`src/rtl/spu_sm_xsub_if.sv`:
```
// -----------------------------------------------------------------------------
// spu_sm_xsub_if
// Purpose : carries the score input stream and the distance output stream of
//           the softmax subtract stage.
// Signals : in_valid/in_ready/in_data    - int8 x8 score beats into the stage
//           out_valid/out_ready/out_data - uint8 x8 distance beats out
//           out_last                     - final beat of a row
// Modports: slave  - the subtract stage (consumes in_*, produces out_*)
//           master - the surrounding logic (produces in_*, consumes out_*)
// -----------------------------------------------------------------------------
interface spu_sm_xsub_if #(
    parameter int DATA_W = 64
);
    logic              in_valid;
    logic              in_ready;
    logic [DATA_W-1:0] in_data;
    logic              out_valid;
    logic              out_ready;
    logic [DATA_W-1:0] out_data;
    logic              out_last;

    modport slave (
        input  in_valid, in_data, out_ready,
        output in_ready, out_valid, out_data, out_last
    );

    modport master (
        output in_valid, in_data, out_ready,
        input  in_ready, out_valid, out_data, out_last
    );
endinterface

```
`src/rtl/spu_sm_xsub.sv`:
```
// -----------------------------------------------------------------------------
// spu_sm_xsub
// Purpose : second pass of the softmax datapath. Buffers one row of int8
//           scores while feeding every beat to the external running-max unit,
//           then replays the row as per-lane distances (row_max - x).
// Ports   : core_clk, rst_n       - clock, async active-low reset
//           start, row_len        - row start pulse and length in beats (IDLE)
//           bus                   - score/distance streams (slave modport)
//           comp_en, comp_rst     - fold beat / restore running max
//           max_lane_data         - lanes presented to the max unit
//           max_comp              - running max returned by the max unit
//           busy, err             - not-idle flag, rejected-start pulse
//
// state  | meaning
// -------+-------------------------------------------------------------
// IDLE   | waiting for start; bad row_len gives a one-cycle err pulse
// LOAD   | accepting beats into the buffer and into the max unit
// SETTLE | one cycle for the max unit register to hold the row max
// DRAIN  | replaying buffered beats as max_comp - x through one output reg
// CLEAR  | one-cycle comp_rst to the max unit, then back to IDLE
// -----------------------------------------------------------------------------
module spu_sm_xsub #(
    parameter int MAX_BEATS = 16,
    parameter int CNT_W     = 5
) (
    input  logic               core_clk,
    input  logic               rst_n,
    input  logic               start,
    input  logic [CNT_W-1:0]   row_len,
    spu_sm_xsub_if.slave       bus,
    output logic               comp_en,
    output logic               comp_rst,
    output logic [63:0]        max_lane_data,
    input  logic [7:0]         max_comp,
    output logic               busy,
    output logic               err
);
    localparam int ADDR_W = (MAX_BEATS > 1) ? $clog2(MAX_BEATS) : 1;

    typedef enum logic [2:0] {
        S_IDLE,
        S_LOAD,
        S_SETTLE,
        S_DRAIN,
        S_CLEAR
    } state_t;

    state_t state, next_state;

    logic [CNT_W-1:0] len_q;
    logic [CNT_W-1:0] wr_cnt;
    logic [CNT_W-1:0] rd_cnt;
    logic [63:0]      row_buf [MAX_BEATS];

    logic        out_valid_q;
    logic [63:0] out_data_q;
    logic        out_last_q;
    logic        err_q;
    logic        in_ready_c;

    logic        len_ok;
    logic        start_ok;
    logic        in_fire;
    logic        out_fire;
    logic        load_beat;
    logic [63:0] rd_word;
    logic [63:0] sub_data;

    assign len_ok   = (row_len != '0) && (row_len <= CNT_W'(MAX_BEATS));
    assign start_ok = (state == S_IDLE) && start && len_ok;
    assign in_fire  = (state == S_LOAD) && bus.in_valid;
    assign out_fire = out_valid_q && bus.out_ready;

    // A new beat enters the output register when beats remain and the
    // register is empty or being emptied this cycle.
    assign load_beat = (state == S_DRAIN) && (rd_cnt != len_q) &&
                       (!out_valid_q || bus.out_ready);

    assign rd_word = row_buf[rd_cnt[ADDR_W-1:0]];

    // max_comp >= every lane, so the 9-bit signed difference lies in 0..255
    // and its low 8 bits are exactly the modulo-256 8-bit subtraction.
    always_comb begin
        sub_data = '0;
        for (int k = 0; k < 8; k++) begin
            sub_data[8*k +: 8] = max_comp - rd_word[8*k +: 8];
        end
    end

    always_ff @(posedge core_clk or negedge rst_n) begin
        if (!rst_n) begin
            state <= S_IDLE;
        end else begin
            state <= next_state;
        end
    end

    always_comb begin
        next_state = state;
        in_ready_c = 1'b0;
        comp_en    = 1'b0;
        comp_rst   = 1'b0;
        case (state)
            S_IDLE: begin
                if (start_ok) next_state = S_LOAD;
            end
            S_LOAD: begin
                in_ready_c = 1'b1;
                comp_en    = bus.in_valid;
                if (bus.in_valid && (wr_cnt == len_q - CNT_W'(1))) next_state = S_SETTLE;
            end
            S_SETTLE: begin
                next_state = S_DRAIN;
            end
            S_DRAIN: begin
                if (out_fire && out_last_q) next_state = S_CLEAR;
            end
            S_CLEAR: begin
                comp_rst   = 1'b1;
                next_state = S_IDLE;
            end
            default: begin
                next_state = S_IDLE;
            end
        endcase
    end

    always_ff @(posedge core_clk or negedge rst_n) begin
        if (!rst_n) begin
            len_q       <= '0;
            wr_cnt      <= '0;
            rd_cnt      <= '0;
            out_valid_q <= 1'b0;
            out_data_q  <= '0;
            out_last_q  <= 1'b0;
            err_q       <= 1'b0;
        end else begin
            err_q <= (state == S_IDLE) && start && !len_ok;
            if (start_ok) begin
                len_q  <= row_len;
                wr_cnt <= '0;
                rd_cnt <= '0;
            end
            if (in_fire) wr_cnt <= wr_cnt + CNT_W'(1);
            if (load_beat) begin
                out_valid_q <= 1'b1;
                out_data_q  <= sub_data;
                out_last_q  <= (rd_cnt == len_q - CNT_W'(1));
                rd_cnt      <= rd_cnt + CNT_W'(1);
            end else if (out_fire) begin
                out_valid_q <= 1'b0;
                out_last_q  <= 1'b0;
            end
        end
    end

    // Buffer contents need no reset: a row is only read after being written.
    always_ff @(posedge core_clk) begin
        if (in_fire) row_buf[wr_cnt[ADDR_W-1:0]] <= bus.in_data;
    end

    assign bus.in_ready  = in_ready_c;
    assign bus.out_valid = out_valid_q;
    assign bus.out_data  = out_data_q;
    assign bus.out_last  = out_last_q;
    assign max_lane_data = bus.in_data;
    assign busy          = (state != S_IDLE);
    assign err           = err_q;
endmodule

```
`src/flat_wrapper.sv`:
```
// flat-port wrapper written by rule: the top's interface ports become plain ports
module spu_sm_xsub_flat 
#(
    parameter int MAX_BEATS = 16,
    parameter int CNT_W     = 5
)
  (core_clk, rst_n, start, row_len, comp_en, comp_rst, max_lane_data, max_comp, busy, err, bus_in_valid, bus_in_data, bus_out_ready, bus_in_ready, bus_out_valid, bus_out_data, bus_out_last);
  spu_sm_xsub_if #(.DATA_W(64)) bus_i ();
  input  logic core_clk;
  input  logic rst_n;
  input  logic start;
  input  logic [CNT_W-1:0] row_len;
  output logic comp_en;
  output logic comp_rst;
  output logic [63:0] max_lane_data;
  input  logic [7:0] max_comp;
  output logic busy;
  output logic err;
  input wire logic [$bits(bus_i.in_valid)-1:0] bus_in_valid;
  input wire logic [$bits(bus_i.in_data)-1:0] bus_in_data;
  input wire logic [$bits(bus_i.out_ready)-1:0] bus_out_ready;
  output wire logic [$bits(bus_i.in_ready)-1:0] bus_in_ready;
  output wire logic [$bits(bus_i.out_valid)-1:0] bus_out_valid;
  output wire logic [$bits(bus_i.out_data)-1:0] bus_out_data;
  output wire logic [$bits(bus_i.out_last)-1:0] bus_out_last;
  assign bus_i.in_valid = bus_in_valid;
  assign bus_i.in_data = bus_in_data;
  assign bus_i.out_ready = bus_out_ready;
  assign bus_in_ready = bus_i.in_ready;
  assign bus_out_valid = bus_i.out_valid;
  assign bus_out_data = bus_i.out_data;
  assign bus_out_last = bus_i.out_last;
  spu_sm_xsub #(.MAX_BEATS(MAX_BEATS), .CNT_W(CNT_W)) u_core (.core_clk(core_clk), .rst_n(rst_n), .start(start), .row_len(row_len), .bus(bus_i), .comp_en(comp_en), .comp_rst(comp_rst), .max_lane_data(max_lane_data), .max_comp(max_comp), .busy(busy), .err(err));
endmodule
```
`config.mk`:
```
export PLATFORM = sky130hd
export DESIGN_NAME = spu_sm_xsub_flat
export DESIGN_NICKNAME = d
export VERILOG_FILES = /design/src/rtl/spu_sm_xsub_if.sv /design/src/rtl/spu_sm_xsub.sv /design/src/flat_wrapper.sv
export SDC_FILE = /design/constraint.sdc
export NUM_CORES = 1
export LEC_CHECK = 0
export CELL_PAD_IN_SITES_DETAIL_PLACEMENT = 1
export CELL_PAD_IN_SITES_GLOBAL_PLACEMENT = 1
export CORE_ASPECT_RATIO = 0.7
export CORE_MARGIN = 2
export CORE_UTILIZATION = 46
export CTS_BUF_LIST = sky130_fd_sc_hd__clkbuf_2 sky130_fd_sc_hd__clkbuf_4 sky130_fd_sc_hd__clkbuf_8
export DETAILED_ROUTE_END_ITERATION = 10
export PLACE_DENSITY = 0.78
export SKIP_CTS_REPAIR_TIMING = 1
export SYNTH_ARGS = -nofsm -noshare
export SYNTH_HDL_FRONTEND = slang
export SYNTH_SLANG_ARGS = --single-unit
```
`constraint.sdc`:
```
create_clock -name core_clk -period 8.15 [get_ports core_clk]
set_clock_uncertainty 0.15 [all_clocks]
set_input_delay 2.445 -clock core_clk [delete_from_list [all_inputs] [get_ports core_clk]]
set_output_delay 2.445 -clock core_clk [all_outputs]
set_load 0.02 [all_outputs]
```
==> metrics.txt <==
status=finished, final reports clean; DP Wirelength=67300 um; worst r2r src=u_core.rd_cnt[0]; Setup CP Type=in2out; grt ovf=0; Vias/cell=5.72; worst-margin pin slew=1.00 ns; RSZ-0062 raised after global routing=no; Critical Path RT=5.56 ns; Post-Syn Area per Cell=20.0 um2; CTS Buffer Depth=3; Synth Flop Type=edfxtp_1; H-tree depth=4; synthesized area=44900 um2; maxcap violations=0; first-pass GRT wire length=170000 um; EDFF count, synth=1024; later-pin clock latency in the skew report=0.85 ns; die width=378 um; vias in the first global route=24400; Initial DRC Count=2015; area leader, netlist=edfxtp_1; CTS Sinks=1109; Vias=22600; row cnt=95; CP endpoint kind=output port; register area share after synthesis=0.732; total core area=96400 um2; PortBufs=216; io pins=217; Routed Antenna Nets=0; Die H=265 um; overall power=0.0177 W; top cell type's share of synthesized area=0.684; die area=100000 um2; Fmax=0.147 GHz; Final Setup Violations=0; Hold Crit Start=u_core.bus.out_data[17]; Finished Core Util=0.535; CP startpoint kind=input pin; share of layout cells above drive strength 1=0.239; top cells by area, synth=edfxtp_1, mux4_2, dfrtp_1; gr usage total=0.240; Top Metal Used=met5; leakage=17.0 nW; Synth warnings=0; largest net degree at the start of global routing=118; Starting Density=0.466; drt first pass iters=7; Nets=2667; CTS Buf Count=167; pwr dens=344 nW/um2; routed len/inst=29.8 um; Mapped Cells=2243; distinct cell type count after synthesis=46; Detail Route met2 WL=58000 um; CTS tree=built; worst-path fanout max=8; Routability Congestion=0.786; crit path DAT=4.19 ns; synthesized net count=2395; Met1 Wirelength=48400 um; Hold Path Depth=2; worst r2r dst=u_core.bus.out_data[7]; clk slew on worst S/H paths=0.06 ns; final wirelength=118000 um; r2r worst-path depth=11; HP Class=reg2reg; CTS root buf=clkbuf_8; Final Hold Fails=0; Yosys reg bits=1109; initial antenna violation count=3; DRC viols=0; metal3 WL=8640 um; hold path endpoint=u_core.bus.out_data[17]; Final Critical Period=6.79 ns; Final Cycle Share=0.833; Max-slew headroom=0.330; reg2reg setup slack=3.30 ns; Slew Limit Fails=0; fraction of registers with async set/reset=0.0766; Peak supply drop=246 uV; area delta synth->final=14.7%
==> cell usage after synthesis, types with 2 or more instances <==
| library cell | number |
|---|---|
| a21o_1 | 8 |
| a21oi_1 | 28 |
| a221o_1 | 7 |
| a22oi_1 | 7 |
| and2_1 | 5 |
| buf_1 | 14 |
| buf_12 | 3 |
| buf_2 | 50 |
| buf_4 | 66 |
| clkbuf_1 | 28 |
| dfrtp_1 | 85 |
| edfxtp_1 | 1024 |
| fa_1 | 8 |
| ha_1 | 62 |
| inv_1 | 75 |
| mux2_1 | 5 |
| mux2_2 | 23 |
| mux2i_1 | 52 |
| mux4_2 | 282 |
| nand2_1 | 106 |
| nand2b_1 | 17 |
| nand3_1 | 18 |
| nand4_1 | 2 |
| nor2_1 | 32 |
| nor2b_1 | 11 |
| nor3_1 | 6 |
| nor3b_1 | 4 |
| nor4_1 | 6 |
| o211ai_1 | 8 |
| o21a_1 | 6 |
| o21ai_0 | 79 |
| o21bai_1 | 8 |
| o221ai_1 | 9 |
| o22ai_1 | 11 |
| or2_2 | 2 |
| or3_1 | 9 |
| or4_1 | 7 |
| xnor2_1 | 40 |
| xor2_1 | 23 |
==> final cells by class <==
cell class | instances | area, um2
diodes | 1 | 2.50
clock buffers | 229 | 2800
clock inverters | 68 | 415
fillers | 8584 | 44900
inverters | 75 | 282
multi-input cells | 897 | 10900
flip-flops and latches | 1109 | 32900
well taps | 1309 | 1640
repair buffers | 265 | 2620
==> stage by stage <==
| stage | setup slack [ns] | instances | instance area, um2 | setup TNS, ns | hold WS [ns] |
|---|---|---|---|---|---|
| floorplan | -1.38 | 2243 | 44900 | -352.29 | 0.333 |
| global placement | 1.40 | 3655 | 48300 | 0 | 0.313 |
| detailed placement | 1.36 | 3655 | 48300 | 0 | 0.319 |
| CTS | 1.37 | 3952 | 51500 | 0 | 0.333 |
| global route | 1.28 | 3952 | 51500 | 0 | 0.358 |
| finish | 1.36 | 3953 | 51500 | 0 | 0.326 |
==> flip-flops by register name, indices dropped and copies added (netlist names) <==
register,cells
u_core.len_q,5
u_core.wr_cnt,5
u_core.rd_cnt,5
u_core.bus.out_valid,1
u_core.row_buf,1024
u_core.bus.out_data,64
u_core.err,1
u_core.state,3
u_core.bus.out_last,1
==> how the worst max path moves through the flow <==
stage,from,endpoint,slack (ns),cells after the start
final,bus_in_valid,comp_en,1.36,4
after global routing,bus_in_valid,comp_en,1.28,4
after CTS,bus_in_valid,comp_en,1.37,4
after detailed placement,bus_in_valid,comp_en,1.36,4
after global placement,bus_in_valid,comp_en,1.40,4
after floorplan,bus_in_valid,u_core.row_buf[0][0],-1.38,2
==> layer usage <==
layer,vias to the layer above,GRT usage
met5,-,0
met4,6,0.0776
met3,174,0.0592
met2,856,0.387
met1,12100,0.323
li1,9521,-
==> where the power goes <==
part           internal [W]  switching, W  leakage (nW)  total [W]
Clock               0.00233       0.00214          1.69    0.00447
Sequential          0.00677      0.000406          10.3    0.00718
Combinational       0.00271       0.00337          5.01    0.00608
==> cell usage in the layout, fill, tap and decap left out, types with 8 or more instances in the layout <==
master | Yosys | final
edfxtp_1 | 1024 | 1024
clkdlybuf4s50_1 | 0 | 215
clkinv_2 | 0 | 8
nand3_1 | 18 | 18
nand2b_1 | 17 | 17
ha_1 | 62 | 62
o211ai_1 | 8 | 8
o21bai_1 | 8 | 8
mux4_2 | 282 | 282
a21oi_1 | 28 | 28
clkbuf_8 | 0 | 173
clkbuf_4 | 0 | 56
clkinv_1 | 0 | 46
inv_1 | 75 | 75
nor2b_1 | 11 | 10
mux2_2 | 23 | 23
mux2i_1 | 52 | 52
buf_4 | 66 | 43
o221ai_1 | 9 | 9
o21ai_0 | 79 | 79
o22ai_1 | 11 | 11
nand2_1 | 106 | 106
nor2_1 | 32 | 28
a21o_1 | 8 | 8
xnor2_1 | 40 | 40
xor2_1 | 23 | 23
or3_1 | 9 | 9
dfrtp_1 | 85 | 81
fa_1 | 8 | 8
==> kinds of logic after synthesis <==
kind of cell,count (synthesis),synth area share
compound gates,174,0.0235
xor+xnor,63,0.0123
fa+ha+maj,70,0.0208
buf+inv,237,0.0280
flops,1109,0.732
mux,362,0.160
simple gates,228,0.0237
==> worst max-delay path, stage by stage <==
cell and delay, ns:
clkdlybuf4s50_1 0.48, nand3_1 0.30, inv_1 0.31, clkdlybuf4s50_1 0.65
Note: power is estimated with default switching activity, not from simulation.
